`config.mk`:
```
export PLATFORM = sky130hd
export DESIGN_NAME = instr_encoder
export DESIGN_NICKNAME = d
export VERILOG_FILES = /design/src/rtl/instr_encoder.sv
export SDC_FILE = /design/constraint.sdc
export NUM_CORES = 1
export LEC_CHECK = 0
export CAP_MARGIN = 10
export CORE_UTILIZATION = 30
export CTS_CLUSTER_DIAMETER = 60
export CTS_CLUSTER_SIZE = 10
export DETAILED_ROUTE_END_ITERATION = 6
export GPL_ROUTABILITY_DRIVEN = 0
export PLACE_DENSITY = 0.54
export SLEW_MARGIN = 15
export SYNTH_ARGS = -nofsm -noshare
export SYNTH_HDL_FRONTEND = slang
export SYNTH_SLANG_ARGS = --single-unit
```
`constraint.sdc`:
```
create_clock -name clk -period 4 [get_ports clk]
set_clock_uncertainty 0.1 [all_clocks]
set_input_delay 0.8 -clock clk [delete_from_list [all_inputs] [get_ports clk]]
set_output_delay 0.8 -clock clk [all_outputs]
set_load 0.005 [all_outputs]
```
`src/rtl/instr_encoder.sv`:
```
`default_nettype none
// ============================================================================
// Module  : instr_encoder
// Brief   : Packs instruction field beats into 8-bit words and writes them to
//           consecutive program-memory locations, flagging conflicts/overflow.
// Revision: 1.0
// ============================================================================
module instr_encoder #(
    parameter int         ADDR_W     = 4,
    parameter logic [3:0] IMM_OPCODE = 4'b0101
) (
    input  logic              clk,
    input  logic              rst,
    input  logic              start,
    input  logic [ADDR_W-1:0] base_addr,
    input  logic              in_valid,
    output logic              in_ready,
    input  logic [3:0]        in_opcode,
    input  logic [1:0]        in_rdest,
    input  logic [1:0]        in_rsrc,
    input  logic [3:0]        in_imm,
    input  logic              in_last,
    output logic              mem_we,
    output logic [ADDR_W-1:0] mem_addr,
    output logic [7:0]        mem_wdata,
    output logic              busy,
    output logic              done,
    output logic              err,
    output logic [1:0]        err_code,
    output logic [ADDR_W:0]   count
);

    localparam logic [1:0] c_IDLE   = 2'd0;
    localparam logic [1:0] c_LOAD   = 2'd1;
    localparam logic [1:0] c_FINISH = 2'd2;

    localparam logic [1:0] c_ERR_NONE     = 2'b00;
    localparam logic [1:0] c_ERR_CONFLICT = 2'b01;
    localparam logic [1:0] c_ERR_OVERFLOW = 2'b10;

    localparam logic [ADDR_W:0] c_DEPTH = {1'b1, {ADDR_W{1'b0}}};

    logic [1:0]        state_q, state_d;
    logic [ADDR_W-1:0] addr_ptr_q;
    logic [ADDR_W:0]   count_q;
    logic              err_q;
    logic [1:0]        err_code_q;
    logic              mem_we_q;
    logic [ADDR_W-1:0] mem_addr_q;
    logic [7:0]        mem_wdata_q;

    logic              w_session_start;
    logic              w_accept;
    logic              w_overflow;
    logic              w_conflict;
    logic              w_is_imm;
    logic [7:0]        w_word;

    assign w_session_start = (state_q == c_IDLE) && start;
    assign w_accept        = (state_q == c_LOAD) && in_valid;
    assign w_is_imm        = (in_opcode == IMM_OPCODE);
    assign w_overflow      = (count_q == c_DEPTH);
    // rdest doubles as imm[3:2] in the immediate format, so they must agree
    assign w_conflict      = w_is_imm && (in_rdest != in_imm[3:2]);
    assign w_word          = w_is_imm ? {IMM_OPCODE, in_imm}
                                      : {in_opcode, in_rdest, in_rsrc};

    always_ff @(posedge clk or posedge rst) begin
        if (rst) begin
            state_q <= c_IDLE;
        end else begin
            state_q <= state_d;
        end
    end

    always_comb begin
        state_d = state_q;
        case (state_q)
            c_IDLE: begin
                if (start) begin
                    state_d = c_LOAD;
                end
            end
            c_LOAD: begin
                if (in_valid && (w_overflow || w_conflict || in_last)) begin
                    state_d = c_FINISH;
                end
            end
            c_FINISH: begin
                state_d = c_IDLE;
            end
            default: begin
                state_d = c_IDLE;
            end
        endcase
    end

    always_comb begin
        in_ready = 1'b0;
        busy     = 1'b0;
        done     = 1'b0;
        case (state_q)
            c_LOAD: begin
                in_ready = 1'b1;
                busy     = 1'b1;
            end
            c_FINISH: begin
                busy = 1'b1;
                done = 1'b1;
            end
            default: begin
                in_ready = 1'b0;
            end
        endcase
    end

    // Overflow is tested before conflict so it takes precedence on one beat
    always_ff @(posedge clk or posedge rst) begin
        if (rst) begin
            addr_ptr_q  <= '0;
            count_q     <= '0;
            err_q       <= 1'b0;
            err_code_q  <= c_ERR_NONE;
            mem_we_q    <= 1'b0;
            mem_addr_q  <= '0;
            mem_wdata_q <= '0;
        end else begin
            mem_we_q <= 1'b0;
            if (w_session_start) begin
                addr_ptr_q <= base_addr;
                count_q    <= '0;
                err_q      <= 1'b0;
                err_code_q <= c_ERR_NONE;
            end else if (w_accept) begin
                if (w_overflow) begin
                    err_q      <= 1'b1;
                    err_code_q <= c_ERR_OVERFLOW;
                end else if (w_conflict) begin
                    err_q      <= 1'b1;
                    err_code_q <= c_ERR_CONFLICT;
                end else begin
                    mem_we_q    <= 1'b1;
                    mem_addr_q  <= addr_ptr_q;
                    mem_wdata_q <= w_word;
                    addr_ptr_q  <= addr_ptr_q + ADDR_W'(1);
                    count_q     <= count_q + (ADDR_W + 1)'(1);
                end
            end
        end
    end

    assign mem_we    = mem_we_q;
    assign mem_addr  = mem_addr_q;
    assign mem_wdata = mem_wdata_q;
    assign err       = err_q;
    assign err_code  = err_code_q;
    assign count     = count_q;

endmodule
`default_nettype wire

```
==> impl.org <==
** Outcome
- Outcome :: completed

** Power and ir drop
- Of the total power, combinational logic draws 46.3%.
- The worst-case IR drop observed on VDD is 272 µV.
- Summed over all cells, the static leakage comes to 0.796 nW.
- Part of the power in the clock network :: 13.5%
- Switching power summed over all nets :: 354 µW
- Seq pwr share :: 40.2%
- Cell internal power was estimated by the tool at 766 µW.
- Switching share of power :: 31.6%
- Cell area power density :: 584 nW/µm²

** Logic synthesis
- For this run, the number of Yosys warnings is 0.
- Cell area after synthesis :: around 1400 µm²
- Total nets after synthesis :: 153
- Dominant cell by count in the synthesized netlist :: sky130_fd_sc_hd__dfrtp_1
- Synthesis handed over a netlist of around 120 instances.
- Syn_area_per_cell :: 11.2 µm²
- The largest total area in the synthesized netlist belongs to sky130_fd_sc_hd__dfrtp_1.
- Register area share after synthesis :: 48.5%
- Fraction of synthesized cell area taken by the top area cell type :: ~48%
- Post-synth ARST share :: 100%
- Counting flops and latches in the post-synthesis netlist gives 27.
- Number of enable-type register cells in the synthesized netlist :: 0
- Top post-synthesis cells by area :: sky130_fd_sc_hd__dfrtp_1, sky130_fd_sc_hd__mux2_2, sky130_fd_sc_hd__ha_1
- The most used flip-flop cell after synthesis is sky130_fd_sc_hd__dfrtp_1.
- Cell types with the highest counts after synthesis :: sky130_fd_sc_hd__dfrtp_1, sky130_fd_sc_hd__mux2_2, sky130_fd_sc_hd__inv_1
- Distinct cell type count of the synthesized netlist :: 28

** GRT
- The number of antenna violations at the first check in global routing came to 0.
- The number of global-route vias before repair is approximately 1100.
- Largest net degree at the start of global routing :: 28
- Global routing used 13.5% of the available tracks across all layers.
- The first global-routing pass estimated 5260 µm of wire.
- Summed over all layers, the global routing overflow is 0.

** Critical path
- The largest single stage delay on the critical path is 0.48 ns.
- Critical Path, Cell by Cell :: clkdlybuf4s50_1 > nor4bb_1 > buf_4 > o21ai_2 > nand3_1 > mux2_2
- STA puts the critical path data required time at 4.06 ns.
- The worst setup path is captured at a flip-flop.
- In this run the worst path has a maximum fanout of 13.
- The critical path in this run is classified as primary input to flip-flop.
- STA puts the critical path data arrival time at 2.75 ns.
- The most critical setup path has its startpoint at in_opcode[2].
- Launch instance of the worst register-to-register path :: state_q[0]
- Sort of element at the start of the critical path :: primary input
- Library cell contributing the largest single delay on the critical path :: sky130_fd_sc_hd__nand3_1

** Timing
- Max-slew violation count :: 0
- After layout, the worst path uses 67.4% of the clock period.
- Worst setup slack after layout :: 1.31 ns
- Setup total negative slack :: 0 ns
- For the pin with the worst max-slew slack, the measured transition is 0.625 ns.
- RSZ-0062 raised after global routing :: no
- Final setup viols :: 0
- The number of hold-slack violations in the final timing report is 0.
- For this run, the top clock speed supported by timing is 371 MHz.
- Post-Route Hold Slack :: around 0.4 ns
- Headroom to the max-slew limit came out at 58.2%.
- The routed design could run at a clock period as short as 2.69 ns.

** Floorplanning
- After floorplanning, the core was divided into 24 placement rows.
- I/O pin cnt :: 45
- Core ar. :: 4410 µm²
- Initial cell density of the core :: a little under a third
- Die Outline Area :: 4920 µm²
- Floorplan die height :: about 70 µm
- The die is 70.2 µm wide.

** Routing
- After the first detailed-routing iteration, the DRC count stood at 32.
- Mean number of vias per cell :: 4.95
- Average detailed-routed wire length per instance :: 14.0 µm
- First-pass detailed-route iteration total :: 4
- In the routed design, unresolved DRC markers number 0.
- For this block, the via count after detailed routing is 1085.
- The routed design has 3070 µm of wire.
- Residual antenna-violating net count after detailed routing :: 0

** Min path
- Kind of path behind the tightest hold check :: flip-flop to flip-flop
- In this run the most critical hold path is launched from err.

** Place
- At the placement stage, the worst setup path has a slack of approximately 0.97 ns.
- Instance count after placement with tap cells included :: 215
- Once detailed placement completed, the half-perimeter wirelength came to 2340 µm.
- IO buf count :: 44
- In this run the cell area measured after placement is 1870 µm².

** Clock tree
- Clock tree synthesis selected as its root buffer the cell sky130_fd_sc_hd__clkbuf_8.
- CTS tree :: built
- Number of gates resized after CTS :: 0
- CTS sink cnt :: 27
- Quantity of hold-fixing buffers added after cts :: 0
- Clock transition time at the flip-flop clock pins of the worst setup and hold paths :: ~0.090 ns
- Buffer levels on the longest clock path :: 2
- The number of clock buffers added by TritonCTS is 3.
- In this run the number of H-tree levels came out at 1.
- For the worst-skew pair, the clock arrives at the later sink with an insertion delay of roughly 0.27 ns.
- Once the clock tree was built, the setup fixing pass inserted 0 buffers.

** Finish
- N_diodes :: 0
- Synth-to-layout area growth :: 37.5%
- Final cell area excluding filler cells :: 1920 µm²
- The sequential cells in the finished layout cover a total of 676 µm².
- Number of filler instances in the final layout :: 409
- Of the cells placed in the final design, the portion with a size suffix greater than 1 is 15.6%.
- Multi-input gate area in the final layout :: 649 µm²
- Once layout is complete, the cells apart from fillers number between 200 and 250.
- Nets@finish :: about 200

** Run
- Number of max-cap violations :: 0
per-stage QoR:
stage | utilization [%] | power [mW]
3_3_place_gp | 42.4 | 0.972
3_5_place_dp | 42.4 | 0.986
6_report | 43.4 | 1.12
5_1_grt | 43.4 | 1.22
2_1_floorplan | - | 0.716
4_1_cts | 43.4 | 1.15
per-layer routing:
metal | GRT usage (%) | up-vias | part of all wire [%]
li1 | - | 534 | -
met1 | 17.2 | 524 | 45
met2 | 22.6 | 25 | 50
met3 | 4.18 | 2 | 4.4
met4 | 2.89 | 0 | 0.55
met5 | 0 | - | 0
cells in the final DEF (no fill, tap or decap), types with 3 or more instances in the layout:
cell type and count:
sky130_fd_sc_hd__clkdlybuf4s50_1 44, sky130_fd_sc_hd__dfrtp_1 27, sky130_fd_sc_hd__mux2_2 18, sky130_fd_sc_hd__inv_1 8, sky130_fd_sc_hd__nand3_1 8, sky130_fd_sc_hd__ha_1 8
sky130_fd_sc_hd__nor2_1 7, sky130_fd_sc_hd__a31oi_1 6, sky130_fd_sc_hd__a21oi_1 5, sky130_fd_sc_hd__nand2_1 4, sky130_fd_sc_hd__o31ai_1 4, sky130_fd_sc_hd__or4_1 4
sky130_fd_sc_hd__o21ai_0 4, sky130_fd_sc_hd__clkbuf_8 3
power groups by stage:
stage	Sequential, mW	Combinational, mW	Clock [mW]
after floorplan	0.449	0.266	0
after global placement	0.456	0.517	0
after detailed placement	0.460	0.526	0
after CTS	0.454	0.530	0.162
after global routing	0.471	0.574	0.173
final	0.451	0.519	0.151
worst paths after layout:
path,endpoint,slack (ns),cells past startpoint
max,mem_addr[3],1.31,6
min,err,0.40,1
max reg2reg,mem_addr[3],1.78,6
min reg2reg,err,0.40,1
max in group asynchronous,count[4],2.62,2
min in group asynchronous,mem_wdata[7],0.80,2
sequential cells by signal, indices dropped and copies added, names as in the netlist:
register	flops
count	5
mem_addr	4
err	1
addr_ptr_q	4
mem_wdata	8
mem_we	1
state_q	2
err_code	2
cell type report:
| cell class | count | area share, % |
|---|---|---|
| well taps | 52 | 3.39 |
| multi-input cells | 82 | 33.9 |
| flip-flops and latches | 27 | 35.2 |
| inverters | 9 | 1.76 |
| clock buffers | 4 | 2.35 |
| repair buffers | 45 | 23.4 |
cell families (layout without fill, tap and decap cells):
family,Yosys count,count (layout),synth area share (%)
AOI/OAI and AO/OA,26,26,12.4
buffers and inverters,15,58,4.94
adders and majority gates,8,8,7.18
muxes,18,18,14.5
xor gates and xnor gates,2,2,1.26
DFF,27,27,48.5
and+or+nand+nor,28,28,11.2
worst max-delay path: cells and delay by family:
kind                   cells  cell delay, ns
buffers and inverters      2            0.66
AOI/OAI and AO/OA          1            0.12
muxes                      1            0.41
and+or+nand+nor            2            0.75
Power figures use the tool's default switching activity.
